### config.mk
export PLATFORM = sky130hd
export DESIGN_NAME = quadrature_decoder
export DESIGN_NICKNAME = d
export VERILOG_FILES = /design/src/rtl/quadrature_decoder.sv
export SDC_FILE = /design/constraint.sdc
export NUM_CORES = 1
export LEC_CHECK = 0
export ABC_AREA = 1
export CAP_MARGIN = 25
export CORE_MARGIN = 4
export CORE_UTILIZATION = 34
export DETAILED_ROUTE_END_ITERATION = 10
export SYNTH_ARGS = -nofsm -noshare
export SYNTH_HDL_FRONTEND = slang
export SYNTH_SLANG_ARGS = --single-unit
### constraint.sdc
create_clock -name clk -period 1.76 [get_ports clk]
set_clock_uncertainty 0.05 [all_clocks]
set_input_delay 0.44 -clock clk [delete_from_list [all_inputs] [get_ports clk]]
set_output_delay 0.44 -clock clk [all_outputs]
set_load 0.02 [all_outputs]
### src/rtl/quadrature_decoder.sv
// x4 quadrature decoder: 2-FF sync and glitch filter per channel, then Gray-code step
// decode into registered en/up strobes, with err pulses and a saturating error count.
//
// state  | meaning
// S_INIT | let sync/filter settle for FILT_LEN+3 cycles, then adopt current phase silently
// S_RUN  | compare filtered {A,B} against last phase every cycle, emit en/up or err
module quadrature_decoder #(
  parameter int unsigned FILT_LEN = 4,
  parameter int unsigned ERR_W    = 8
) (
  input  logic             clk,
  input  logic             rst,
  input  logic             a_in,
  input  logic             b_in,
  output logic             en,
  output logic             up,
  output logic             err,
  output logic [ERR_W-1:0] err_cnt
);

  localparam logic [7:0] FCNT_TC = 8'(FILT_LEN - 1);
  localparam logic [8:0] INIT_TC = 9'(FILT_LEN + 2);

  typedef enum logic {S_INIT, S_RUN} state_t;

  // Bit 1 is channel A, bit 0 is channel B throughout.
  logic [1:0]      sync1_q, sync2_q;
  logic [1:0]      filt_q, filt_d;
  logic [1:0][7:0] fcnt_q, fcnt_d;

  state_t          state_q, state_d;
  logic [8:0]      init_cnt_q, init_cnt_d;
  logic [1:0]      phase_q, phase_d;

  logic             en_q, en_d;
  logic             up_q, up_d;
  logic             err_q, err_d;
  logic [ERR_W-1:0] err_cnt_q, err_cnt_d;

  always_ff @(posedge clk) begin
    if (!rst) begin
      sync1_q <= '0;
      sync2_q <= '0;
      filt_q  <= '0;
      fcnt_q  <= '0;
    end else begin
      sync1_q <= {a_in, b_in};
      sync2_q <= sync1_q;
      filt_q  <= filt_d;
      fcnt_q  <= fcnt_d;
    end
  end

  always_comb begin
    filt_d = filt_q;
    fcnt_d = '0;
    for (int i = 0; i < 2; i++) begin
      if (sync2_q[i] != filt_q[i]) begin
        if (fcnt_q[i] == FCNT_TC) begin
          filt_d[i] = sync2_q[i];
        end else begin
          fcnt_d[i] = fcnt_q[i] + 8'd1;
        end
      end
    end
  end

  always_ff @(posedge clk) begin
    if (!rst) begin
      state_q    <= S_INIT;
      init_cnt_q <= '0;
    end else begin
      state_q    <= state_d;
      init_cnt_q <= init_cnt_d;
    end
  end

  always_comb begin
    state_d = state_q;
    if (state_q == S_INIT && init_cnt_q == INIT_TC) begin
      state_d = S_RUN;
    end
  end

  always_comb begin
    init_cnt_d = '0;
    phase_d    = phase_q;
    en_d       = 1'b0;
    up_d       = up_q;
    err_d      = 1'b0;
    err_cnt_d  = err_cnt_q;
    case (state_q)
      S_INIT: begin
        if (init_cnt_q == INIT_TC) begin
          phase_d = filt_q;
        end else begin
          init_cnt_d = init_cnt_q + 9'd1;
        end
      end
      S_RUN: begin
        phase_d = filt_q;
        case ({phase_q, filt_q})
          4'b0010, 4'b1011, 4'b1101, 4'b0100: begin
            en_d = 1'b1;
            up_d = 1'b1;
          end
          4'b0001, 4'b0111, 4'b1110, 4'b1000: begin
            en_d = 1'b1;
            up_d = 1'b0;
          end
          4'b0011, 4'b1100, 4'b0110, 4'b1001: begin
            err_d = 1'b1;
            if (err_cnt_q != '1) begin
              err_cnt_d = err_cnt_q + 1'b1;
            end
          end
          default: ;
        endcase
      end
      default: ;
    endcase
  end

  always_ff @(posedge clk) begin
    if (!rst) begin
      phase_q   <= '0;
      en_q      <= 1'b0;
      up_q      <= 1'b1;
      err_q     <= 1'b0;
      err_cnt_q <= '0;
    end else begin
      phase_q   <= phase_d;
      en_q      <= en_d;
      up_q      <= up_d;
      err_q     <= err_d;
      err_cnt_q <= err_cnt_d;
    end
  end

  assign en      = en_q;
  assign up      = up_q;
  assign err     = err_q;
  assign err_cnt = err_cnt_q;

endmodule
==> summary.md <==
The analysis attributes to cell leakage a power of 1.11 nW. The buffer and inverter count on the worst path works out to 1. The clock latency on the worst-skew pair is 290 ps, and the remaining antenna violation count is 0.

In this run the critical register-to-register path is captured at err_cnt[0]. For this run, design rule violations remaining after detail routing come to 0. Number of enable-type register cells in the synthesized netlist: 0. Input and output buffers added on the ports amount to 14. For the finished layout, the period the worst path requires is 1680 ps. Type of element capturing the critical path: an output pin.

The portion of the clock cycle consumed by the worst path in the final layout was 95.6%. The logs give 80.6% for the relative slew slack and 87 for the DRC violation total after the first TritonRoute iteration. The detailed-routing iteration count for the pre-antenna-repair pass is 4, and the clock edge transition at the registers on the reported setup and hold paths is 80 ps.

The root buffer cell chosen for the clock tree is sky130_fd_sc_hd__clkbuf_8. Setup violations remaining at the end of the flow were counted as 0. Slack of the worst reg-to-reg path: 390 ps. After clock tree synthesis, the setup repair step added 0 buffers. The growth of design area from synthesis to finish was 18.2%; the number of standard cells after synthesis was 286. At the worst endpoint, the arrival time is 1190 ps. Final hold violation count: 0.

The die covers 7410 µm². The startpoint identified for the worst register-to-register timing path is err_cnt[1]. Adding up every negative setup slack in the final design gives 0 ps.

The class of the tightest hold or removal check is register to register. Power spread over the standard cell area amounts to 770 nW/µm². The die width came out at 86.1 µm. Setup repair after global routing left no endpoint under its margin. After filler insertion, the fill cell instance count of the layout stands at 605.

For the total wire length after detailed routing, the log shows 3390 µm. The tools report the end of the critical path as err. Net switching fraction of the power: 19.8%. The initial antenna violation count came out at 0. The post-synth net total is 295.

The synthesized design spends more area on one cell type than any other, namely sky130_fd_sc_hd__dfxtp_1. The count of synthesis-stage warnings from yosys is 0. Number of global-route vias before repair: 1444. The power spent charging and discharging nets is 0.374 mW.

Entering global routing, the biggest net connects 14 pins. TritonCTS built the clock tree. Among all flip-flop cells after synthesis, the most frequent one is sky130_fd_sc_hd__dfxtp_1. Clock tree synthesis inserted a total of 5 buffers. Counting every sink on the clock net gives 45. The run gives 386 as the final standard cell count with taps included and fillers excluded.

Aggregate global routing overflow: 0. Including well taps, the total number of placed cells is 378. On the worst path, the slowest cell contributes a delay of 590 ps. For the maximum clock insertion buffer count, the log shows 2. The critical path goes through clkdlybuf4s50_1. Detailed routing inserted a total of 1662 vias. Of the synthesized area, sequential elements account for 43.5%. Dividing the synthesized area by the synthesized cell count gives 7.25 µm². The run gives 1270 ps as the required time reported for the critical path endpoint. The largest fanout on the critical path works out to 1. For the internal cell power, the log shows 1.51 mW.

After synthesis the netlist holds a flip-flop and latch count of 45. The number of pins exceeding their max-slew limit in the final report was 0. The flow ran to the end, and the final reports show no timing, DRC or antenna violations.

The share of the synthesized area in the top cell type is 43.5%. The setup path with the least slack is of type register to output pin. The run gives 55.0% as the sequential cell fraction of total power.

The number of H-tree levels is 2, and the cell area after technology mapping is 2070 µm². The post-detailed-placement half-perimeter wirelength was 2510 µm; the wire length of the first global-routing pass was 5940 µm. The number of antenna diodes in the final layout is 0. The cell row count came out at 28.

The tools report the source of the critical timing path as err. Cells with a size suffix above 1 make up 8.36% of the layout. In the global route stage, overall resource usage came out at 9.83%. STA classifies the critical path startpoint as a register. Slowest library cell on the worst path: sky130_fd_sc_hd__clkdlybuf4s50_1. Yosys instantiated no cell more often than sky130_fd_sc_hd__nand2_1. In this run, the combinational gates consume 2.6% of the power. Static timing analysis puts the maximum clock frequency at 594 MHz. Once the floorplan was initialized, standard cells occupied 35.0% of the core.

Worst supply voltage drop on vdd: 0.344 mV. The run gives 0 as the number of maximum-capacitance constraint violations. The startpoint identified for the worst hold timing path is sync1_q[1]. The commonest cells after synthesis are 68 x sky130_fd_sc_hd__nand2_1, 52 x sky130_fd_sc_hd__nor2_1, 45 x sky130_fd_sc_hd__dfxtp_1. Routability-driven placement finished with a final weighted congestion of 0.750. For this design, the CTS-stage hold fixing added 0 buffers. The number of cells on the worst reg-to-reg path is 7. For this design the top-level I/O count stands at 15. The post-synthesis async set-or-reset flop share is 0%.

The clock network accounts for 42.4% of the total power. Dividing the detail-routed wire length by the instance count gives 8.79 µm. The ratio of routed vias to standard cells was 4.31; the critical path depth was 1. The floorplan step set the die height to 86.1 µm. The run gives 5920 µm² as the area of the core region. Measured slew at the worst slew-check pin: 290 ps.

By area the synthesized netlist is led by sky130_fd_sc_hd__dfxtp_1 43%, sky130_fd_sc_hd__nand2_1 12%, sky130_fd_sc_hd__nor2_1 9.4%, sky130_fd_sc_hd__inv_1 6.7%, sky130_fd_sc_hd__nand3_1 4.6%. Number of nets in the final layout: 319. The count of different cell masters after synthesis is 25. Grouping stages by cell kind, the critical path spends the most delay in buffers and inverters.
[worst min path at each step]
stage	depth (start not counted)	slack [ps]	end
finish	2	370	sync2_q[1]
detailed placement	2	350	sync2_q[1]
floorplan	2	340	sync2_q[0]
CTS	2	370	sync2_q[1]
global placement	2	350	sync2_q[0]
global route	2	400	sync2_q[1]
[kinds of logic (layout without fill, tap and decap cells)]
kind of cell | after synthesis | after routing | synth area share (%)
simple gates | 158 | 158 | 33.0
flops | 45 | 45 | 43.5
buf+inv | 42 | 67 | 8.69
compound gates | 20 | 20 | 5.07
xor+xnor | 16 | 16 | 6.76
fa+ha+maj | 5 | 5 | 3.02
[through the flow]
stage	power, mW	utilization (%)	hold slack, ps	setup WS, ps	instance area, µm²
2_1_floorplan	1.10	-	340	355	2070
3_3_place_gp	1.11	39.2	346	84.4	2320
3_5_place_dp	1.11	39.2	352	40.6	2320
4_1_cts	1.91	41.1	367	11.3	2430
5_1_grt	1.97	41.4	397	18.5	2450
6_report	1.89	41.4	365	76.9	2450
[cells in the final DEF (no fill, tap or decap), drive strengths merged]
| master | n |
|---|---|
| inv | 38 |
| a21oi | 13 |
| clkbuf | 7 |
| nor3b | 1 |
| a31oi | 1 |
| nand3 | 21 |
| bufinv | 1 |
| clkdlybuf4s50 | 5 |
| nand4 | 3 |
| nor2 | 55 |
| dlymetal6s2s | 6 |
| dfxtp | 45 |
| xnor2 | 8 |
| nor3 | 4 |
| o21ai | 6 |
| dlygate4sd2 | 3 |
| nand2 | 72 |
| nand3b | 1 |
| xor2 | 8 |
| ha | 5 |
| buf | 7 |
| and3 | 1 |
[timing repair]
item / in CTS / in global routing
resized for setup: 3 / 6
setup endpoints to repair: 3 / 6
gates cloned: 0 / 0
endpoints found under the hold margin: 0 / 0
[layout make-up]
class | instances | area [µm²] | share of cell area (%)
Multi-Input combinational cell | 199 | 992 | 40.5
Sequential cell | 45 | 901 | 36.8
Timing Repair Buffer | 21 | 204 | 8.32
Inverter | 38 | 143 | 5.82
Tap cell | 75 | 93.8 | 3.83
Clock buffer | 7 | 86.3 | 3.52
Clock inverter | 1 | 30.0 | 1.23
[power groups by stage]
stage	sequential [mW]	combinational, mW	clock [mW]
final	1.04	0.0486	0.800
after global routing	1.04	0.0568	0.876
after floorplan	1.06	0.0345	0
after detailed placement	1.06	0.0495	0
after global placement	1.06	0.0484	0
after CTS	1.04	0.0495	0.825
[state kept, by name, indices dropped and copies added (netlist names), 2 cells and up]
signal	count
fcnt_q	16
init_cnt_q	9
err_cnt	8
filt_q	2
phase_q	2
sync1_q	2
sync2_q	2
[metal layers]
layer,vias up,wire (µm),part of all wire [%],GRT usage [%]
met5,-,0,0,0
li1,927,-,-,-
met1,709,1750,52,12.9
met2,21,1470,43,15.1
met3,5,125,3.7,3.17
met4,0,49,1.4,3.45
No activity file was read; power rests on OpenSTA's default activity.
